<file path="src/rtl/imem_loader_pkg.sv">
// Shared types and constants for the boot-time instruction-memory loader.
// Imported by the loader top, its checksum accumulator and its bus interface.
package imem_loader_pkg;

   typedef enum logic [2:0] {
      S_LEN_HI,
      S_LEN_LO,
      S_DATA_HI,
      S_DATA_LO,
      S_CSUM,
      S_DONE,
      S_ERROR
   } loader_state_t;

   localparam logic [7:0] CSUM_GOOD = 8'h00;
   localparam int         INSTR_W   = 16;

   // Byte-stream side is open whenever a frame is still being parsed.
   function automatic logic state_accepts_bytes(input loader_state_t s);
      return (s != S_DONE) && (s != S_ERROR);
   endfunction

endpackage

</file>
<file path="src/rtl/imem_loader_if.sv">
// Byte-stream input and instruction-memory write port of the loader.
// master = the loader itself, slave = the stream source / memory side.
interface imem_loader_if
   import imem_loader_pkg::*;
#(
   parameter int ADDR_W = 16
);
   logic [7:0]         rx_data_i;
   logic               rx_valid_i;
   logic               rx_ready_o;
   logic               imem_we_o;
   logic [ADDR_W-1:0]  imem_addr_o;
   logic [INSTR_W-1:0] imem_wdata_o;

   modport master (
      input  rx_data_i, rx_valid_i,
      output rx_ready_o, imem_we_o, imem_addr_o, imem_wdata_o
   );

   modport slave (
      output rx_data_i, rx_valid_i,
      input  rx_ready_o, imem_we_o, imem_addr_o, imem_wdata_o
   );
endinterface

</file>
<file path="src/rtl/imem_loader_csum.sv">
// 8-bit modular accumulator over every accepted frame byte.
// zero_o looks ahead: it reports whether the sum including byte_in would be CSUM_GOOD.
module loader_csum
   import imem_loader_pkg::*;
(
   input  logic       clk,
   input  logic       rst,
   input  logic       clear,
   input  logic       add_en,
   input  logic [7:0] byte_in,
   output logic [7:0] sum_o,
   output logic       zero_o
);

   logic [7:0] sum_q, sum_d;

   always_comb begin
      // NOTE: every always_comb output gets a default first so no latch is inferred.
      sum_d = sum_q;
      if (clear) begin
         sum_d = 8'h00;
      end else if (add_en) begin
         sum_d = sum_q + byte_in;
      end
   end

   always_ff @(posedge clk) begin
      // NOTE: sequential state uses non-blocking assignments only.
      if (!rst) begin
         sum_q <= 8'h00;
      end else begin
         sum_q <= sum_d;
      end
   end

   assign sum_o  = sum_q;
   assign zero_o = (8'(sum_q + byte_in) == CSUM_GOOD);

endmodule

</file>
<file path="src/rtl/imem_loader.sv">
// Boot-time instruction-memory programmer: parses LEN/N words/CSUM frames, writes words
// from address 0 and releases the processor only after a frame passes its checksum.
module imem_loader
   import imem_loader_pkg::*;
#(
   parameter int IMEM_DEPTH = 256,
   parameter int ADDR_W     = 16
)(
   input  logic                clk,
   input  logic                rst,
   imem_loader_if.master       bus,
   input  logic                reload_i,
   output logic                cpu_run_o,
   output logic                load_done_o,
   output logic                load_err_o,
   output logic [15:0]         words_loaded_o
);

   localparam logic [16:0] DEPTH_L = 17'(IMEM_DEPTH);

   loader_state_t      state_q, state_d;
   logic [15:0]        len_q, len_d;
   logic [7:0]         hi_q, hi_d;
   logic [15:0]        words_q, words_d;
   logic               we_q, we_d;
   logic [ADDR_W-1:0]  addr_q, addr_d;
   logic [INSTR_W-1:0] wdata_q, wdata_d;
   logic               run_q, run_d;
   logic               done_q, done_d;
   logic               err_q, err_d;

   logic               rx_ready;
   logic               accept;
   logic               reload_go;
   logic               csum_zero;
   logic [7:0]         csum_sum_unused;

   assign rx_ready  = state_accepts_bytes(state_q);
   assign accept    = bus.rx_valid_i && rx_ready;
   assign reload_go = reload_i && !rx_ready;

   loader_csum u_csum (
      .clk     (clk),
      .rst     (rst),
      .clear   (reload_go),
      .add_en  (accept),
      .byte_in (bus.rx_data_i),
      .sum_o   (csum_sum_unused),
      .zero_o  (csum_zero)
   );

   always_comb begin
      state_d = state_q;
      len_d   = len_q;
      hi_d    = hi_q;
      words_d = words_q;
      we_d    = 1'b0;
      addr_d  = addr_q;
      wdata_d = wdata_q;

      if (reload_go) begin
         state_d = S_LEN_HI;
         len_d   = 16'h0000;
         words_d = 16'h0000;
      end else if (accept) begin
         unique case (state_q)
            S_LEN_HI: begin
               len_d   = {bus.rx_data_i, 8'h00};
               state_d = S_LEN_LO;
            end
            S_LEN_LO: begin
               len_d = {len_q[15:8], bus.rx_data_i};
               if ({1'b0, len_d} > DEPTH_L) begin
                  state_d = S_ERROR;
               end else if (len_d == 16'h0000) begin
                  state_d = S_CSUM;
               end else begin
                  state_d = S_DATA_HI;
               end
            end
            S_DATA_HI: begin
               hi_d    = bus.rx_data_i;
               state_d = S_DATA_LO;
            end
            S_DATA_LO: begin
               // Address is the pre-increment count, so a frame always writes 0..N-1.
               we_d    = 1'b1;
               addr_d  = ADDR_W'(words_q);
               wdata_d = {hi_q, bus.rx_data_i};
               words_d = words_q + 16'd1;
               state_d = (words_d == len_q) ? S_CSUM : S_DATA_HI;
            end
            S_CSUM: begin
               state_d = csum_zero ? S_DONE : S_ERROR;
            end
            default: begin
               state_d = state_q;
            end
         endcase
      end

      // Status flags are a registered decode of the next state, so they move on the transition edge.
      run_d  = (state_d == S_DONE);
      done_d = (state_d == S_DONE);
      err_d  = (state_d == S_ERROR);
   end

   always_ff @(posedge clk) begin
      if (!rst) begin
         state_q <= S_LEN_HI;
         len_q   <= 16'h0000;
         hi_q    <= 8'h00;
         words_q <= 16'h0000;
         we_q    <= 1'b0;
         addr_q  <= '0;
         wdata_q <= '0;
         run_q   <= 1'b0;
         done_q  <= 1'b0;
         err_q   <= 1'b0;
      end else begin
         state_q <= state_d;
         len_q   <= len_d;
         hi_q    <= hi_d;
         words_q <= words_d;
         we_q    <= we_d;
         addr_q  <= addr_d;
         wdata_q <= wdata_d;
         run_q   <= run_d;
         done_q  <= done_d;
         err_q   <= err_d;
      end
   end

   assign bus.rx_ready_o   = rx_ready;
   assign bus.imem_we_o    = we_q;
   assign bus.imem_addr_o  = addr_q;
   assign bus.imem_wdata_o = wdata_q;
   assign cpu_run_o        = run_q;
   assign load_done_o      = done_q;
   assign load_err_o       = err_q;
   assign words_loaded_o   = words_q;

endmodule

</file>
<file path="src/flat_wrapper.sv">
// flat-port wrapper written by rule: the top's interface ports become plain ports
module imem_loader_flat import imem_loader_pkg::*;
#(
   parameter int IMEM_DEPTH = 256,
   parameter int ADDR_W     = 16
)
  (clk, rst, reload_i, cpu_run_o, load_done_o, load_err_o, words_loaded_o, bus_rx_data_i, bus_rx_valid_i, bus_rx_ready_o, bus_imem_we_o, bus_imem_addr_o, bus_imem_wdata_o);
  imem_loader_if #(.ADDR_W(ADDR_W)) bus_i ();
  input  logic clk;
  input  logic rst;
  input  logic reload_i;
  output logic cpu_run_o;
  output logic load_done_o;
  output logic load_err_o;
  output logic [15:0] words_loaded_o;
  input wire logic [$bits(bus_i.rx_data_i)-1:0] bus_rx_data_i;
  input wire logic [$bits(bus_i.rx_valid_i)-1:0] bus_rx_valid_i;
  output wire logic [$bits(bus_i.rx_ready_o)-1:0] bus_rx_ready_o;
  output wire logic [$bits(bus_i.imem_we_o)-1:0] bus_imem_we_o;
  output wire logic [$bits(bus_i.imem_addr_o)-1:0] bus_imem_addr_o;
  output wire logic [$bits(bus_i.imem_wdata_o)-1:0] bus_imem_wdata_o;
  assign bus_i.rx_data_i = bus_rx_data_i;
  assign bus_i.rx_valid_i = bus_rx_valid_i;
  assign bus_rx_ready_o = bus_i.rx_ready_o;
  assign bus_imem_we_o = bus_i.imem_we_o;
  assign bus_imem_addr_o = bus_i.imem_addr_o;
  assign bus_imem_wdata_o = bus_i.imem_wdata_o;
  imem_loader #(.IMEM_DEPTH(IMEM_DEPTH), .ADDR_W(ADDR_W)) u_core (.clk(clk), .rst(rst), .bus(bus_i), .reload_i(reload_i), .cpu_run_o(cpu_run_o), .load_done_o(load_done_o), .load_err_o(load_err_o), .words_loaded_o(words_loaded_o));
endmodule
</file>
<file path="config.mk">
export PLATFORM = sky130hd
export DESIGN_NAME = imem_loader_flat
export DESIGN_NICKNAME = d
export VERILOG_FILES = /design/src/rtl/imem_loader_pkg.sv /design/src/rtl/imem_loader_if.sv /design/src/rtl/imem_loader_csum.sv /design/src/rtl/imem_loader.sv /design/src/flat_wrapper.sv
export SDC_FILE = /design/constraint.sdc
export NUM_CORES = 1
export LEC_CHECK = 0
export CAP_MARGIN = 20
export CORE_MARGIN = 10
export CORE_UTILIZATION = 54
export DETAILED_ROUTE_END_ITERATION = 6
export PLACE_DENSITY = 0.8
export RECOVER_POWER = 50
export SYNTH_ARGS = -nofsm -noshare
export SYNTH_HDL_FRONTEND = slang
export SYNTH_SLANG_ARGS = --single-unit
</file>
<file path="constraint.sdc">
create_clock -name clk -period 3.2 [get_ports clk]
set_input_delay 0.32 -clock clk [delete_from_list [all_inputs] [get_ports clk]]
set_output_delay 0.32 -clock clk [all_outputs]
set_load 0.05 [all_outputs]
</file>
==> results.txt, run 1 <==
status - complete, no violations
Seq/Total Area, Yosys - 41.1%
Power Dens Cells - 449 nW/um^2
Max Fanout on Critical Path - 3
gpl congestion - 0.932
CP Cell Sequence - clkdlybuf4s50_1, ha_1, fa_1, a211oi_1, or4b_1, o2111ai_1, nor4_1, nand3b_1, o21ai_0, and4b_1
#FFs+latches synth - 86
clk buf depth - 2
H-tree levels - 3
synth warn - 0
clock sink count - 86
Mapped Cells - 490
Boundary Pins - 65
Lkg Pwr - 1.90 nW
antenna violation net count after detailed routing - 0
Worst Path Required - 3.49 ns
CTS tree - done
Max Slew Vio Count - 0
# setup viols final - 0
Pwr Total - 2.29 mW
crit path from - bus_rx_data_i[0]
max incr delay on CP - 0.47 ns
Setup WS post-layout - 0.386 ns
vias in the first global route - 3525
final WL - 10600 um
DR iter-0 viols - 200
Placement Cell Area - 4910 sq um
global-route wire length before repair - 17200 um
via count - 3690
grt ovf - 0
postcts setup bufs - 0
PortBufs - 64
CTS root buf - clkbuf_8
Fin. Hold Viols - 0
P&R area growth vs syn - 22.0%
reg-to-reg critical path startpoint - u_core.state_q[0]
cts bufs inserted - 9
worst-margin pin slew - 0.937 ns
layout cells sized above 1 - 6.92%
Hold Path Depth - 2
Min-Delay Startpoint - u_core.bus.imem_wdata_o[2]
Core Area - 7650 sq um
Synth async-reset ratio - 0%
worst-skew pair later-pin latency - 0.35 ns
Post-route DRC - 0
Fmax achieved - 355 MHz
period utilization - 87.9%
R2R cell count - 7
Post-Syn Area - 4190 sq um
Initial Util - 54.7%
Crit path arrival time - 3.11 ns
Syn Nets - 511
DRT Pass-1 Iters - 5
Final Critical Period - 2.81 ns
Setup CP Type - input pin to flop
HPWL after DPL - 7660 um
Worst Setup Start Kind - input pin
WL per Instance - 16.3 um
Synth cell types - 58
Max rail drop VDD - 0.295 mV
Hold Path Class - flop to flop
RSZ-0062 raised after global routing - no
Synth Area per Inst - 8.54 sq um
layout net count - 566
skew final - 0.00679 ns
Post-CTS Resized - 0
Finished Cell Area - 5100 sq um
die height - 108 um
gr usage total - 18.2%
CP max stage cell - nor4_1
dpl ws - 0.0467 ns
# diodes - 0
vias per cell - 5.67
max cap viols - 0
setup tns final - 0 ns
slew margin rel. - 37.5%
count of hold-fix buffers inserted at cts - 0
Row Count - 32
number of flops mapped to enable cells by yosys - 0
largest net degree at the start of global routing - 42
post-layout util - 66.8%
Main synth FF type - dfxtp_1
Reg clk slew, reported paths - 0.08 ns
initial antenna violation count - 0
Crit. End Element - flop
Die Wd - 108 um
die footprint - 11700 sq um
[worst max-delay path, delay by kind of cell]
family                     cells  cell delay [ns]
buffers and inverters          1             0.43
AOI/OAI and AO/OA              3             0.74
adders and majority gates      2             0.64
and+or+nand+nor                4             0.99
[flip-flops by register name (all words and copies together) (netlist names)]
signal / cells
u_core.bus.imem_addr_o: 16
u_core.bus.imem_wdata_o: 16
u_core.len_q: 16
u_core.words_loaded_o: 16
u_core.hi_q: 8
u_core.u_csum.sum_o: 8
u_core.state_q: 3
u_core.bus.imem_we_o: 1
u_core.cpu_run_o: 1
u_core.load_err_o: 1
[area by class of cell]
class / count / area [sq um]
sequential: 86 / 1720
clock inverter: 5 / 75.1
fill: 658 / 2540
multi-input combinational: 366 / 2310
inverter: 5 / 18.8
timing repair buffer: 77 / 728
clock buffer: 10 / 128
tap: 102 / 128
[cells in the mapped netlist, types with 2 or more instances]
cell / instances / area share, %
nand4_1: 7 / 1.0
o21a_1: 2 / 0.36
o2111ai_1: 2 / 0.42
nor3_2: 3 / 0.72
buf_2: 8 / 0.96
and4_1: 2 / 0.42
or2_2: 2 / 0.30
and3_1: 2 / 0.30
dfxtp_1: 86 / 41
a31o_2: 2 / 0.42
or3_1: 8 / 1.2
o211ai_1: 3 / 0.54
ha_1: 8 / 2.4
clkbuf_1: 19 / 1.7
nand3_1: 9 / 1.1
and2_1: 4 / 0.60
a21o_1: 2 / 0.36
nand2b_1: 2 / 0.30
nand2_1: 93 / 8.3
o21ai_0: 8 / 0.96
and4b_1: 2 / 0.48
a21oi_1: 19 / 2.3
mux2i_1: 16 / 3.8
xnor2_1: 25 / 5.2
buf_4: 2 / 0.36
inv_1: 5 / 0.45
xor2_1: 15 / 3.1
a211oi_1: 5 / 0.90
nor4_1: 5 / 0.75
nor2b_1: 12 / 1.8
a22oi_1: 9 / 1.6
nor2_1: 41 / 3.7
nor3b_1: 2 / 0.36
nor3_1: 2 / 0.24
buf_1: 3 / 0.27
a21boi_0: 33 / 5.9
[through the flow]
step | hold slack, ns | cells
global route | 0.486 | 651
finish | 0.464 | 651
global placement | 0.447 | 636
detailed placement | 0.461 | 636
CTS | 0.473 | 651
floorplan | 0.440 | 490
[worst paths after layout]
path                                              endpoint  slack (ns)
worst max register to register            u_core.cpu_run_o        0.40
worst max-delay path                      u_core.cpu_run_o        0.39
worst min-delay path            u_core.bus.imem_wdata_o[2]        0.46
worst min register to register  u_core.bus.imem_wdata_o[2]        0.46
[cells in the final DEF (no fill, tap or decap), drive strengths merged, types with 5 or more instances in the layout]
cell type | netlist | routed
nand2 | 93 | 93
dfxtp | 86 | 86
a22oi | 9 | 9
o21ai | 9 | 9
clkdlybuf4s50 | 0 | 28
clkbuf | 20 | 13
a211oi | 6 | 6
buf | 13 | 10
dlygate4sd3 | 0 | 36
nor2b | 12 | 12
nor4 | 6 | 6
a21oi | 19 | 19
nor3 | 5 | 5
inv | 5 | 5
or3 | 8 | 8
a21boi | 33 | 33
nand4 | 8 | 8
xor2 | 15 | 15
nor2 | 41 | 41
ha | 8 | 8
nand3 | 10 | 10
xnor2 | 25 | 25
mux2i | 16 | 16
[routing by layer]
metal | wire length [um] | global-route usage, % | share of wire, %
met5 | 0 | 0 | 0
met4 | 277 | 8.68 | 2.6
met3 | 728 | 3.93 | 6.9
met2 | 5330 | 31.0 | 50
met1 | 4280 | 21.2 | 40
[power by group]
| part | total [mW] | internal, mW | switching, mW |
|---|---|---|---|
| Combinational | 0.351 | 0.153 | 0.199 |
| Clock | 0.801 | 0.432 | 0.369 |
| Sequential | 1.14 | 1.11 | 0.0331 |
[logic make-up (layout without fill, tap and decap cells)]
| family | Yosys count | in the layout | synth area share, % |
|---|---|---|---|
| DFF | 86 | 86 | 41.1 |
| adders and majority gates | 9 | 9 | 2.87 |
| AOI/OAI and AO/OA | 97 | 97 | 16.2 |
| buffers and inverters | 38 | 97 | 3.86 |
| muxes | 16 | 16 | 3.83 |
| xor gates and xnor gates | 40 | 40 | 8.37 |
| and+or+nand+nor | 204 | 204 | 23.8 |
Power figures use the tool's default switching activity.
==> run 2, diff against run 1 <==
--- a/config.mk
+++ b/config.mk
@@ -7,9 +7,8 @@
 export LEC_CHECK = 0
 export CAP_MARGIN = 20
 export CORE_MARGIN = 10
-export CORE_UTILIZATION = 54
+export CORE_UTILIZATION = 40
 export DETAILED_ROUTE_END_ITERATION = 6
-export PLACE_DENSITY = 0.8
 export RECOVER_POWER = 50
 export SYNTH_ARGS = -nofsm -noshare
 export SYNTH_HDL_FRONTEND = slang
==> results.txt, run 2 (synthesis results as in run 1) <==
status - complete, no violations (unchanged)
metal3 WL - 756 um (was 728 um)
CP Cell Sequence - clkdlybuf4s50_1, ha_1, fa_1, a211oi_1, or4b_1, o2111ai_1, nor4_1, nand4bb_1, a22oi_1, and4b_1 (was clkdlybuf4s50_1, ha_1, fa_1, a211oi_1, or4b_1, o2111ai_1, nor4_1, nand3b_1, o21ai_0, and4b_1)
clock sink count - 86 (unchanged)
sw frac - 28.0% (was 26.2%)
Setup CP Type - input pin to flop (unchanged)
Clk pwr share - 33.8% (was 34.9%)
dpl ws - 0.0569 ns (was 0.0467 ns)
Core Area - 10300 sq um (was 7650 sq um)
# setup viols final - 0 (unchanged)
initial antenna violation count - 0 (unchanged)
Internal Pwr Total - 1.62 mW (was 1.69 mW)
Lkg Pwr - 1.90 nW (about the same)
gpl congestion - 0.900 (was 0.932)
Initial Util - 40.7% (was 54.7%)
Pwr Total - 2.26 mW (was 2.29 mW)
Fin. Hold Viols - 0 (unchanged)
Worst Path Required - 3.49 ns (about the same)
wire length on met2 - 4930 um (was 5330 um)
PortBufs - 64 (unchanged)
layout cells sized above 1 - 7.25% (was 6.92%)
vias per cell - 5.13 (was 5.67)
slew margin rel. - 19.6% (was 37.5%)
Finished Layout Cells - 688 (was 651)
period utilization - 87.1% (was 87.9%)
Post-CTS Resized - 0 (unchanged)
Bufs and invs on worst path - 1 (unchanged)
antenna violation net count after detailed routing - 0 (unchanged)
gr usage total - 14.8% (was 18.2%)
CP max stage cell - clkdlybuf4s50_1 (was nor4_1)
HPWL after DPL - 7500 um (was 7660 um)
clk buf depth - 2 (unchanged)
CP delay by family, top - simple AND/OR/NAND/NOR gates (unchanged)
Max rail drop VDD - 0.240 mV (was 0.295 mV)
WL per Instance - 15.6 um (was 16.3 um)
DRT Pass-1 Iters - 4 (was 5)
# diodes - 0 (unchanged)
via count - 3531 (was 3690)
DP Cell Count - 672 (was 636)
worst-margin pin slew - 1.21 ns (was 0.937 ns)
Comb pwr share - 15.7% (was 15.3%)
global-route wire length before repair - 18000 um (was 17200 um)
cts bufs inserted - 9 (unchanged)
Fmax achieved - 359 MHz (was 355 MHz)
skew final - 0.00586 ns (was 0.00679 ns)
Max Fanout on Critical Path - 3 (unchanged)
max cap viols - 0 (unchanged)
CTS root buf - clkbuf_8 (unchanged)
hold slack final - 0.464 ns (about the same)
R2R Setup Slk - 0.53 ns (was 0.40 ns)
Setup WS post-layout - 0.411 ns (was 0.386 ns)
largest net degree at the start of global routing - 42 (unchanged)
P&R area growth vs syn - 23.2% (was 22.0%)
final WL - 10700 um (was 10600 um)
Crit. End Element - flop (unchanged)
vias in the first global route - 3520 (was 3525)
count of hold-fix buffers inserted at cts - 0 (unchanged)
Crit path arrival time - 3.08 ns (was 3.11 ns)
Final Critical Period - 2.79 ns (was 2.81 ns)
layout net count - 568 (was 566)
Row Count - 37 (was 32)
Post-route DRC - 0 (unchanged)
CTS tree - done (unchanged)
DR iter-0 viols - 220 (was 200)
Reg clk slew, reported paths - 0.08 ns (about the same)
most frequent cells in the layout - nand2_1 (93), dfxtp_1 (86), nor2_1 (40) (was nand2_1 (93), dfxtp_1 (86), nor2_1 (41))
worst-skew pair later-pin latency - 0.35 ns (about the same)
Hold Path Class - flop to flop (unchanged)
postcts setup bufs - 0 (unchanged)
Worst Setup Start Kind - input pin (unchanged)
Die Wd - 122 um (was 108 um)
Boundary Pins - 65 (unchanged)
Power Dens Cells - 437 nW/um^2 (was 449 nW/um^2)
Max Slew Vio Count - 0 (unchanged)
setup tns final - 0 ns (unchanged)
RSZ-0062 raised after global routing - no (unchanged)
Sequential Power Share - 50.5% (was 49.7%)
H-tree levels - 3 (unchanged)
grt ovf - 0 (unchanged)
max incr delay on CP - 0.43 ns (was 0.47 ns)
Top Metal Used - met4 (unchanged)
Net Sw Power - 0.632 mW (was 0.601 mW)
die footprint - 15000 sq um (was 11700 sq um)
die height - 122 um (was 108 um)
M1 WL - 4940 um (was 4280 um)
commonest non-fill, non-tap cell in the layout - nand2_1 (unchanged)
[run 2: power by group through the flow]
stage | Sequential, mW | Clock, mW | Combinational, mW
floorplan | 1.16 | 0 | 0.249
global placement | 1.16 | 0 | 0.349
detailed placement | 1.16 | 0 | 0.355
CTS | 1.14 | 0.784 | 0.356
global route | 1.14 | 0.836 | 0.395
finish | 1.14 | 0.763 | 0.353
[run 2: final timing paths]
check | cells after the start | endpoint | from
setup reg to reg | 9 | u_core.cpu_run_o | u_core.u_csum.sum_o[0]
setup / recovery | 10 | u_core.cpu_run_o | bus_rx_data_i[0]
hold reg to reg | 2 | u_core.bus.imem_addr_o[6] | u_core.bus.imem_addr_o[6]
hold / removal | 2 | u_core.bus.imem_addr_o[6] | u_core.bus.imem_addr_o[6]
[run 2: worst min-delay path: stages (launching register included)]
cell and delay [ns]:
dfxtp_1 0.31, nand2_1 0.05, a21boi_0 0.06
[run 2: area by class of cell]
cell class	instances	area (sq um)
Clock buffer	11	131
Clock inverter	5	60.1
Fill cell	1010	5120
Inverter	5	18.8
Multi-Input combinational cell	366	2310
Sequential cell	86	1720
Tap cell	136	170
Timing Repair Buffer	79	746
[run 2: per-stage QoR]
stage,instance area (sq um),utilization (%)
5_1_grt,5160,50.2
3_5_place_dp,4970,48.4
3_3_place_gp,4970,48.4
4_1_cts,5160,50.2
6_report,5160,50.2
2_1_floorplan,4190,-
[run 2: routing by layer]
layer	global-route usage (%)	vias up
met4	3.83	0
met3	4.68	8
met5	0	-
li1	-	1798
met1	18.9	1638
met2	23.8	87
==> run 3, diff against run 2 <==
--- a/config.mk
+++ b/config.mk
@@ -9,6 +9,7 @@
 export CORE_MARGIN = 10
 export CORE_UTILIZATION = 40
 export DETAILED_ROUTE_END_ITERATION = 6
+export PLACE_DENSITY = 0.66
 export RECOVER_POWER = 50
 export SYNTH_ARGS = -nofsm -noshare
 export SYNTH_HDL_FRONTEND = slang
==> results.txt, run 3 (synthesis results as in run 1) <==
Lkg Pwr - 1.88 nW (was 1.90 nW)
Finished Cell Area - 5140 sq um (was 5160 sq um)
Power Dens Cells - 440 nW/um^2 (was 437 nW/um^2)
worst-margin pin slew - 0.813 ns (was 1.21 ns)
RSZ-0062 raised after global routing - no (unchanged)
global-route wire length before repair - 17700 um (was 18000 um)
Fin. Hold Viols - 0 (unchanged)
gpl congestion - 0.938 (was 0.900)
DP Cell Count - 670 (was 672)
antenna violation net count after detailed routing - 0 (unchanged)
DRT Pass-1 Iters - 4 (unchanged)
reg-to-reg critical path startpoint - u_core.words_loaded_o[0] (was u_core.u_csum.sum_o[0])
R2R Setup Slk - 0.41 ns (was 0.53 ns)
largest net degree at the start of global routing - 42 (unchanged)
Die Wd - 122 um (unchanged)
Max Slew Vio Count - 0 (unchanged)
Finished Layout Cells - 686 (was 688)
CP Cell Sequence - clkdlybuf4s50_1, ha_1, fa_1, a211oi_1, or4b_1, o2111ai_1, nor4_1, nand3b_1, o21ai_0, and4b_1 (was clkdlybuf4s50_1, ha_1, fa_1, a211oi_1, or4b_1, o2111ai_1, nor4_1, nand4bb_1, a22oi_1, and4b_1)
Boundary Pins - 65 (unchanged)
Max rail drop VDD - 0.212 mV (was 0.240 mV)
skew final - 0.00790 ns (was 0.00586 ns)
Crit path arrival time - 3.16 ns (was 3.08 ns)
commonest non-fill, non-tap cell in the layout - nand2_1 (unchanged)
die footprint - 15000 sq um (unchanged)
most frequent cells in the layout - nand2_1 (93), dfxtp_1 (86), nor2_1 (41) (was nand2_1 (93), dfxtp_1 (86), nor2_1 (40))
# fillers - 1016 (was 1010)
max cap viols - 0 (unchanged)
Worst Path Required - 3.50 ns (was 3.49 ns)
status - complete, no violations (unchanged)
Row Count - 37 (unchanged)
Placement Cell Area - 4960 sq um (was 4970 sq um)
P&R area growth vs syn - 22.8% (was 23.2%)
clock sink count - 86 (unchanged)
count of hold-fix buffers inserted at cts - 0 (unchanged)
Setup CP Type - input pin to flop (unchanged)
# diodes - 0 (unchanged)
CTS tree - done (unchanged)
vias in the first global route - 3556 (was 3520)
slew margin rel. - 45.8% (was 19.6%)
final WL - 10700 um (about the same)
RR Endpoint - u_core.cpu_run_o (unchanged)
WL per Instance - 15.6 um (about the same)
clk buf depth - 2 (unchanged)
PortBufs - 64 (unchanged)
setup tns final - 0 ns (unchanged)
postcts setup bufs - 0 (unchanged)
R2R cell count - 8 (was 9)
gr usage total - 14.6% (was 14.8%)
Core Area - 10300 sq um (unchanged)
Fmax achieved - 350 MHz (was 359 MHz)
CP max stage cell - nor4_1 (was clkdlybuf4s50_1)
Final Critical Period - 2.86 ns (was 2.79 ns)
vias per cell - 5.25 (was 5.13)
Max Fanout on Critical Path - 3 (unchanged)
cts bufs inserted - 9 (unchanged)
Crit. End Element - flop (unchanged)
grt ovf - 0 (unchanged)
layout net count - 566 (was 568)
initial antenna violation count - 0 (unchanged)
crit path from - bus_rx_data_i[0] (unchanged)
Post-CTS Resized - 0 (unchanged)
die height - 122 um (unchanged)
DR iter-0 viols - 179 (was 220)
Worst Setup Start Kind - input pin (unchanged)
Post-route DRC - 0 (unchanged)
period utilization - 89.2% (was 87.1%)
H-tree levels - 3 (unchanged)
# setup viols final - 0 (unchanged)
Initial Util - 40.7% (unchanged)
layout cells sized above 1 - 7.09% (was 7.25%)
Hold Path Class - flop to flop (unchanged)
max incr delay on CP - 0.46 ns (was 0.43 ns)
via count - 3601 (was 3531)
crit path to - u_core.cpu_run_o (unchanged)
Reg clk slew, reported paths - 0.08 ns (about the same)
worst-skew pair later-pin latency - 0.36 ns (was 0.35 ns)
HPWL after DPL - 7660 um (was 7500 um)
CTS root buf - clkbuf_8 (unchanged)
## run 3: changes by cell type in the layout (fill, tap and decap cells not counted), moves of 2 or more
cell             change
buf_4                -3
dlygate4sd3_1        -4
clkbuf_1             -2
clkdlybuf4s50_1      +4
## run 3: critical path: cells and delay by family
kind | cells | cell delay, ns
fa+ha+maj | 2 | 0.67
simple gates | 4 | 0.99
compound gates | 3 | 0.75
buf+inv | 1 | 0.42
## run 3: final cells by class
class / instances / area [sq um] / share of cell area (%)
clock buffer: 9 / 124 / 2.41
clock inverter: 7 / 73.8 / 1.44
inverter: 5 / 18.8 / 0.365
multi-input combinational: 366 / 2300 / 44.8
sequential: 86 / 1720 / 33.5
tap: 136 / 170 / 3.31
timing repair buffer: 77 / 728 / 14.2
## run 3: through the flow
step                hold slack (ns)  setup slack (ns)  util [%]  power, mW
floorplan                     0.440             0.477         -       1.41
global placement              0.448             0.189      48.2       1.51
detailed placement            0.456           0.00797      48.2       1.52
CTS                           0.468             0.388      50.2       2.29
global route                  0.488             0.103      50.0       2.38
finish                        0.461             0.345      50.0       2.26
## run 3: metal layers
layer / wire (um) / track usage, % / vias up
met1: 4680 / 17.4 / 1667
met3: 750 / 4.22 / 31
met5: 0 / 0 / -
met2: 4950 / 24.0 / 106
li1: - / - / 1797
met4: 344 / 6.41 / 0
## run 3: how the worst min path moves through the flow
stage | slack, ns | depth (start not counted) | to | startpoint
after floorplan | 0.44 | 2 | u_core.bus.imem_wdata_o[13] | u_core.hi_q[5]
after global placement | 0.45 | 2 | u_core.bus.imem_addr_o[5] | u_core.bus.imem_addr_o[5]
after detailed placement | 0.46 | 2 | u_core.bus.imem_addr_o[8] | u_core.bus.imem_addr_o[8]
after CTS | 0.47 | 2 | u_core.bus.imem_addr_o[8] | u_core.bus.imem_addr_o[8]
after global routing | 0.49 | 2 | u_core.bus.imem_addr_o[4] | u_core.bus.imem_addr_o[4]
final | 0.46 | 2 | u_core.bus.imem_addr_o[8] | u_core.bus.imem_addr_o[8]
## run 3: power breakdown
group          switching, mW  internal (mW)  leakage [nW]  total (mW)
Clock                  0.408          0.363        0.0996       0.772
Sequential            0.0315           1.11         0.697        1.14
Combinational          0.200          0.153          1.09       0.353
